[src/rtl/pri_enc_pkg.sv]
// Shared constants, FSM state type and the rotate helper for the queued priority encoder.
// Optional one-hot output is enabled by PRI_ENC_QUEUED_ONEHOT_EN (see pri_enc_queued).
package pri_enc_pkg;

  localparam int PRI_FIXED = 0;
  localparam int PRI_RR    = 1;
  localparam int MAX_N     = 64;

  typedef enum logic {
    ST_EMPTY = 1'b0,
    ST_FULL  = 1'b1
  } state_e;

  // Rotate the low n bits of v left by sh (sh <= n); bits above n are returned as 0.
  function automatic logic [MAX_N-1:0] rot_left(input logic [MAX_N-1:0] v,
                                                input int unsigned sh,
                                                input int unsigned n);
    logic [MAX_N-1:0] mask;
    logic [MAX_N-1:0] vm;
    mask = (MAX_N'(1) << n) - MAX_N'(1);
    vm   = v & mask;
    return ((vm << sh) | (vm >> (n - sh))) & mask;
  endfunction

endpackage

[src/rtl/pri_enc_queued_if.sv]
// Output handshake of pri_enc_queued: valid/ready plus granted index.
// out_oh exists only when PRI_ENC_QUEUED_ONEHOT_EN is defined.
interface pri_enc_queued_if #(
  parameter int N = 8
);
  localparam int W = $clog2(N);

  logic         out_valid;
  logic         out_ready;
  logic [W-1:0] out_idx;
`ifdef PRI_ENC_QUEUED_ONEHOT_EN
  logic [N-1:0] out_oh;
`endif

  modport master (
    output out_valid,
    output out_idx,
`ifdef PRI_ENC_QUEUED_ONEHOT_EN
    output out_oh,
`endif
    input  out_ready
  );

  modport slave (
    input  out_valid,
    input  out_idx,
`ifdef PRI_ENC_QUEUED_ONEHOT_EN
    input  out_oh,
`endif
    output out_ready
  );

endinterface

[src/rtl/pri_enc_queued_sel.sv]
// Combinational selector: highest pending index (fixed) or first pending index
// searching downward from ptr with wrap (round-robin). No macro dependencies.
module pri_enc_sel
  import pri_enc_pkg::*;
#(
  parameter  int N  = 8,
  parameter  int RR = PRI_FIXED,
  localparam int W  = $clog2(N)
) (
  input  logic [N-1:0] pend,
  input  logic [W-1:0] ptr,
  output logic [W-1:0] sel,
  output logic         any
);

  assign any = |pend;

  generate
    if (RR == PRI_RR) begin : g_rr
      logic [N-1:0] rot;
      int unsigned  hi;
      int unsigned  j;

      // Rotation puts pend[ptr] at the MSB, so a plain highest-bit search walks ptr, ptr-1, ... with wrap.
      always_comb begin
        rot = N'(rot_left(MAX_N'(pend), (N - 1) - 32'(ptr), N));
        hi  = 0;
        for (int i = 0; i < N; i++) begin
          if (rot[i]) hi = i;
        end
        j = hi + 32'(ptr) + 1;
        if (j >= N) j = j - N;
        sel = W'(j);
      end
    end else begin : g_fix
      logic unused_ptr;
      assign unused_ptr = ^ptr;

      always_comb begin
        sel = '0;
        for (int i = 0; i < N; i++) begin
          if (pend[i]) sel = W'(i);
        end
      end
    end
  endgenerate

endmodule

[src/rtl/pri_enc_queued.sv]
// Sticky request capture with fixed/round-robin selection onto a registered valid/ready port.
// Define PRI_ENC_QUEUED_ONEHOT_EN to add the registered one-hot output out_oh.
module pri_enc_queued
  import pri_enc_pkg::*;
#(
  parameter int N  = 8,
  parameter int RR = PRI_FIXED
) (
  input  logic                     clk,
  input  logic                     rst,
  input  logic [N-1:0]             req,
  pri_enc_queued_if.master         out_if,
  output logic [N-1:0]             pend,
  output logic                     none
);

  localparam int W = $clog2(N);

  state_e       state_q, state_d;
  logic [N-1:0] pend_q, pend_d;
  logic [W-1:0] idx_q, idx_d;
  logic [W-1:0] ptr_q, ptr_d;
  logic [N-1:0] load_mask;
  logic [W-1:0] sel;
  logic         any;
  logic         load;
`ifdef PRI_ENC_QUEUED_ONEHOT_EN
  logic [N-1:0] oh_q, oh_d;
`endif

  pri_enc_sel #(.N(N), .RR(RR)) u_sel (
    .pend (pend_q),
    .ptr  (ptr_q),
    .sel  (sel),
    .any  (any)
  );

  always_comb begin
    state_d   = state_q;
    idx_d     = idx_q;
    ptr_d     = ptr_q;
    load      = any && ((state_q == ST_EMPTY) || out_if.out_ready);
    load_mask = load ? (N'(1) << sel) : '0;
    // A same-cycle re-request of the loaded bit keeps it pending as a fresh event.
    pend_d    = (pend_q & ~load_mask) | req;
`ifdef PRI_ENC_QUEUED_ONEHOT_EN
    oh_d      = oh_q;
`endif

    case (state_q)
      ST_EMPTY: if (load) state_d = ST_FULL;
      ST_FULL:  if (out_if.out_ready && !any) state_d = ST_EMPTY;
      default:  state_d = ST_EMPTY;
    endcase

    if (load) begin
      idx_d = sel;
      if (RR == PRI_RR) ptr_d = (sel == '0) ? W'(N - 1) : sel - W'(1);
`ifdef PRI_ENC_QUEUED_ONEHOT_EN
      oh_d  = load_mask;
`endif
    end
`ifdef PRI_ENC_QUEUED_ONEHOT_EN
    else if (state_d == ST_EMPTY) begin
      oh_d = '0;
    end
`endif
  end

  always_ff @(posedge clk or posedge rst) begin
    if (rst) begin
      state_q <= ST_EMPTY;
      pend_q  <= '0;
      idx_q   <= '0;
      ptr_q   <= W'(N - 1);
`ifdef PRI_ENC_QUEUED_ONEHOT_EN
      oh_q    <= '0;
`endif
    end else begin
      state_q <= state_d;
      pend_q  <= pend_d;
      idx_q   <= idx_d;
      ptr_q   <= ptr_d;
`ifdef PRI_ENC_QUEUED_ONEHOT_EN
      oh_q    <= oh_d;
`endif
    end
  end

  assign out_if.out_valid = (state_q == ST_FULL);
  assign out_if.out_idx   = idx_q;
`ifdef PRI_ENC_QUEUED_ONEHOT_EN
  assign out_if.out_oh    = oh_q;
`endif
  assign pend = pend_q;
  assign none = (pend_q == '0) && (state_q == ST_EMPTY);

endmodule

[src/flat_wrapper.sv]
// flat-port wrapper written by rule: the top's interface ports become plain ports
module pri_enc_queued_flat import pri_enc_pkg::*;
#(
  parameter int N  = 8,
  parameter int RR = PRI_FIXED
)
  (clk, rst, req, pend, none, out_if_out_valid, out_if_out_idx, out_if_out_ready);
  pri_enc_queued_if #(.N(N)) out_if_i ();
  input  logic clk;
  input  logic rst;
  input  logic [N-1:0] req;
  output logic [N-1:0] pend;
  output logic none;
  output wire logic [$bits(out_if_i.out_valid)-1:0] out_if_out_valid;
  output wire logic [$bits(out_if_i.out_idx)-1:0] out_if_out_idx;
  input wire logic [$bits(out_if_i.out_ready)-1:0] out_if_out_ready;
  assign out_if_out_valid = out_if_i.out_valid;
  assign out_if_out_idx = out_if_i.out_idx;
  assign out_if_i.out_ready = out_if_out_ready;
  pri_enc_queued #(.N(N), .RR(RR)) u_core (.clk(clk), .rst(rst), .req(req), .out_if(out_if_i), .pend(pend), .none(none));
endmodule
[config.mk]
export PLATFORM = sky130hd
export DESIGN_NAME = pri_enc_queued_flat
export DESIGN_NICKNAME = d
export VERILOG_FILES = /design/src/rtl/pri_enc_pkg.sv /design/src/rtl/pri_enc_queued_if.sv /design/src/rtl/pri_enc_queued_sel.sv /design/src/rtl/pri_enc_queued.sv /design/src/flat_wrapper.sv
export SDC_FILE = /design/constraint.sdc
export NUM_CORES = 1
export LEC_CHECK = 0
export ABC_AREA = 1
export BUFFER_PORTS_ARGS = -buffer_cell sky130_fd_sc_hd__buf_2
export CORE_AREA = 2 2 44 42
export CTS_BUF_LIST = sky130_fd_sc_hd__clkbuf_4
export DETAILED_ROUTE_END_ITERATION = 8
export DIE_AREA = 0 0 46 44
export GPL_TIMING_DRIVEN = 0
export PLACE_DENSITY_LB_ADDON = 0.3
export REMOVE_ABC_BUFFERS = 1
export SLEW_MARGIN = 30
export SYNTH_ARGS = -nofsm -noshare
export SYNTH_HDL_FRONTEND = slang
export SYNTH_HIERARCHICAL = 1
export SYNTH_SLANG_ARGS = --single-unit
[constraint.sdc]
create_clock -name clk -period 1.1 [get_ports clk]
set_input_delay 0.11 -clock clk [delete_from_list [all_inputs] [get_ports clk]]
set_output_delay 0.11 -clock clk [all_outputs]
set_load 0.05 [all_outputs]
Word level (Yosys, flattened, before mapping)
Index checks and enable logic that the tools add are counted.
{ "op_classes": {"n_shift": 1, "mux": 11, "bitwise": 4, "reduce_logical": 7} }
{ "op_table": {"columns": ["op", "count"], "rows": [
  ["$mux W3", 6],
  ["$and A8 B8 Y8", 1],
  ["$logic_not A8 Y1", 1],
  ["$mux W8", 1],
  ["$not A8 Y8", 1],
  ["$or A8 B8 Y8", 1],
  ["$reduce_or A8 Y1", 1],
  ["$shl A1 B3 Y8 const A", 1],
  ["$logic_and A1 B1 Y1", 3],
  ["$mux W1", 3],
  ["$pmux W1 S2", 1],
  ["$logic_not A1 Y1", 1],
  ["$logic_or A1 B1 Y1", 1],
  ["$not A1 Y1", 1]
]} }
{ "totals": {"register_bits": 12, "inputBits": 11, "output_inout_bits": 13, "word_cells": 26} }

Logic depth before layout (Yosys ltp)
{ "depth": {"word_depth": 12, "mapped_depth": 13, "mapped_depth_nobuf": 13} }

By module
The synthesis kept the hierarchy.
{ "by_module_without_submodules": {"columns": ["module", "n_inst", "cells_per_inst", "area_each_um2", "seq_area_each_um2"], "rows": [
  ["pri_enc_queued", 1, 74, 571.8, 300.3],
  ["pri_enc_sel", 1, 20, 77.6, 0.0]
]} }

Worst setup path before layout
No wires, ideal clock.
{ "synth_timing": {"kind": "reg-to-output", "start": "register u_core.pend_q[6] (netlist: u_core/pend[6])", "end": "output none", "arrival_time_ns": 1.485, "required_ns": 0.990, "setup_slack_ns": -0.495, "path_stages_with_launch": 4, "path_buffers": 0, "cell_sequence": "dfrtp_1 nor2_1 nand4_1 nor2_1"} }
{ "synth_between": {"elab_chain_len": 2} }
{ "synth_lines": {"columns": ["element", "line_no", "text"], "rows": [
  ["start: declaration", "pri_enc_queued.sv:20", "logic [N-1:0] pend_q, pend_d;"],
  ["start signal: assignment", "pri_enc_queued.sv:81", "pend_q <= pend_d;"],
  ["$logic_not A8 Y1", "pri_enc_queued.sv:96", "assign none = (pend_q == '0) && (state_q == ST_EMPTY);"],
  ["$logic_and A1 B1 Y1", "pri_enc_queued.sv:96", null],
  ["end: declaration", "flat_wrapper.sv:13", "output logic none;"]
]} }
No other way between the ends.

Worst setup path after layout
{ "layout_timing": {"start": "register u_core.pend_q[3] (netlist: u_core/pend[3])", "end": "output none"} }
Same word-level chain as after synthesis.

==> results by stage <==
Job:
- The number of max-capacitance violations reported is 0.

Critical path:
- The critical path data arrival time is 1280 ps.
- The number of cells on the worst reg-to-reg path is 8.
- Of all nets on the critical path, the largest fanout is 3.
- Data on the critical path is required at its endpoint by 990 ps.
- The category of the most critical setup path is reg -> out.
- The register-to-register path setup slack is -290 ps.
- The critical path depth in cells is 4.
- The startpoint class of the critical path is a flop.
- The count of buffering cells on the critical path with inverters included is 1.
- By instance count, the cell type seen most on the critical path is nor2_1.
- In this run the critical register-to-register path is captured at u_core/pend[4].
- The cell with the largest stage delay on the worst path is dfrtp_1.
- The startpoint identified for the worst register-to-register timing path is u_core/pend[6].
- The critical path goes through nor2_1, nand4_1, nor2_1, buf_6.
- The most critical setup path has its startpoint at u_core/pend[3].
- The worst stage delay on the critical path is 410 ps.
- The nature of the critical path endpoint is an output port.
- In this design, the largest share of critical-path delay is due to simple AND/OR/NAND/NOR gates.

GRT:
- The number of global-route vias before repair is 552.
- Global routing finished with a remaining overflow of 0.
- The global-route wire length before repair is 2.24 mm.
- The initial antenna violation count is 0.
- The total global-route track usage is 0.160.
- The pin count of the biggest net entering global routing is 13.

Min path:
- The path class of the tightest hold or removal check is in -> reg.
- The beginning of the worst hold path is req[3].
- The number of instances on the worst hold path is 3.
- The path with the worst hold slack has its endpoint at u_core/pend[3].

Outcome:
- The run finished, with violations left.
- The final reports fail on setup timing.

Clocking:
- The clock passes through at most 2 buffers.
- The number of sinks driven by the clock tree is 12.
- TritonCTS built the clock tree.
- The clock network latency to the later pin of the worst-skew pair is 270 ps.
- CTS built an H-tree with a depth of 1.
- Counting the buffers created by CTS gives 3.
- After clock tree synthesis, the clock-pin slew on the worst setup and hold paths is 80 ps.
- The tree is rooted in a clkbuf_4.

STA:
- For the pin with the worst max-slew slack, the measured transition is 454 ps.
- The minimum period implied by the final worst setup slack is 1390 ps.
- The final number of hold-violating endpoints came to 0.
- The top achievable clock speed is 0.720 GHz.
- In this run the tightest slew margin relative to its limit is 0.697.
- The final clock period utilization by the worst path is 1.26.
- Setup repair after global routing could not meet its margin everywhere.
- The worst-case clock skew is 5.78 ps.
- After layout, the worst setup slack is -290 ps.
- Across all hold checks on the routed design, the worst slack comes to 16.2 ps.
- The number of max-slew violations in the final report is 0.
- After routing, the total negative slack on setup checks comes to -2670 ps.
- The number of endpoints failing setup at the final stage is 13.

Final layout:
- In the final layout, the share of cells above drive strength 1 is 0.403.
- The count of antenna diodes in the layout is 0.
- Compared with the post-synthesis result, the final layout area differs by 41.7%.
- Summing all non-filler instances in the final layout gives an area of 915 µm².
- In the final design database the tool counted 136 nets.
- At the end of the flow the core is filled with cells to 0.580.
- The layout filler cell count is 151.

Placed design:
- The count of input and output buffers is 23.
- Detailed placement ended at an HPWL of 984 µm.
- Once placement finished, the instance area stood at 781 µm².
- The congestion estimate from routability-driven global placement came to 0.819.

Detailed routing:
- In the routed layout, each cell is associated on average with a via count of 4.86.
- The remaining routing DRC violations is 0.
- The first detailed-routing pass ran for 4 iterations.
- The total via count after detailed routing is 680.
- The wire length per cell is 10.9 µm.
- The detail route stage leaves a number of antenna-violating nets equal to 0.
- The detailed router finished its first iteration with 14 violations.
- For this block, the routed nets add up to 1.53 mm of wire.

Floorplanning:
- The x dimension of the die is 46 µm.
- The die span in y is 44 µm.
- The floorplan step defined a die boundary enclosing 2020 µm².
- After floorplanning, the core was sized to cover 1580 µm².
- The count of boundary I/O pins is 24.
- The number of placement rows is 14.
- For this configuration, the core starts out at a cell density of 0.410.

Synthesis:
- The number of instances in the synthesized netlist is 93.
- Summing every instance area after synthesis gives 646 µm².
- The mean instance size in the synthesized netlist is 6.94 µm².
- The count of synthesis-stage warnings from yosys is 6.

Power:
- In this run the power density over the cells is 1030 nW/µm².
- Summing internal, switching and leakage power gives 0.940 mW.
- The analysis attributes to cell leakage a power of 0.476 nW.
- The worst vdd rail ir drop is 0.623 mV.
[worst min-delay path, delay by kind of cell]
family / cells / cell delay [ps]
buffers and inverters: 2 / 100
and+or+nand+nor: 1 / 50
[worst max-delay path by stage]
stage,endpoint,slack (ps)
after floorplan,none,-500
after global placement,u_core/pend[4],-210
after detailed placement,u_core/pend[4],-230
after CTS,none,-270
after global routing,u_core/pend[4],-370
final,none,-290
[flip-flops by register name (all words and copies together) (netlist names)]
signal                   count
u_core/out_if.out_valid      1
u_core/pend                  8
u_core/out_if.out_idx        3
[metrics by stage]
step                      instances  worst slack, ps
after floorplan                  93             -495
after global placement          132             -212
after detailed placement        132             -225
after CTS                       138             -271
after global routing            140             -374
final                           140             -290
[routing by layer]
metal  part of all wire  GRT usage  vias to the layer above
li1                   -          -                      341
met4                  0     0.0857                        0
met3              0.057     0.0375                        0
met5                  0          0                        -
met1               0.44      0.181                      306
met2               0.51      0.272                       33
[placed cells by master, fill, tap and decap left out, drive strengths merged]
cell,count
inv,20
nand3,5
o21ai,7
nand2,36
nor2,11
nand4,1
dfrtp,12
a21oi,1
buf,24
dlygate4sd3,1
clkinv,1
nor3,1
clkbuf,4
[power breakdown]
group	internal, mW	switching, mW	total [mW]	leakage, nW
Combinational	0.0654	0.130	0.195	0.348
Clock	0.131	0.140	0.271	0.0154
Sequential	0.458	0.0154	0.474	0.112
Total	0.655	0.285	0.940	0.476
[final cells by class]
class / instances / area (µm²) / area share
multi-input combinational: 62 / 312 / 0.341
clock inverter: 1 / 3.75 / 0.00410
tap: 16 / 20.0 / 0.0219
clock buffer: 3 / 22.5 / 0.0246
timing repair buffer: 26 / 176 / 0.193
sequential: 12 / 305 / 0.334
inverter: 20 / 75.1 / 0.0821
[repair_timing]
item / CTS / global route
hold buffers: 1 / 0
resized for setup: 10 / 19
hold endpoints to repair: 12 / 0
endpoints found under the setup margin: 14 / 21
pin swaps: 2 / 11
setup buffers: 1 / 1
gates cloned: 0 / 1
Note: power is estimated with default switching activity, not from simulation.
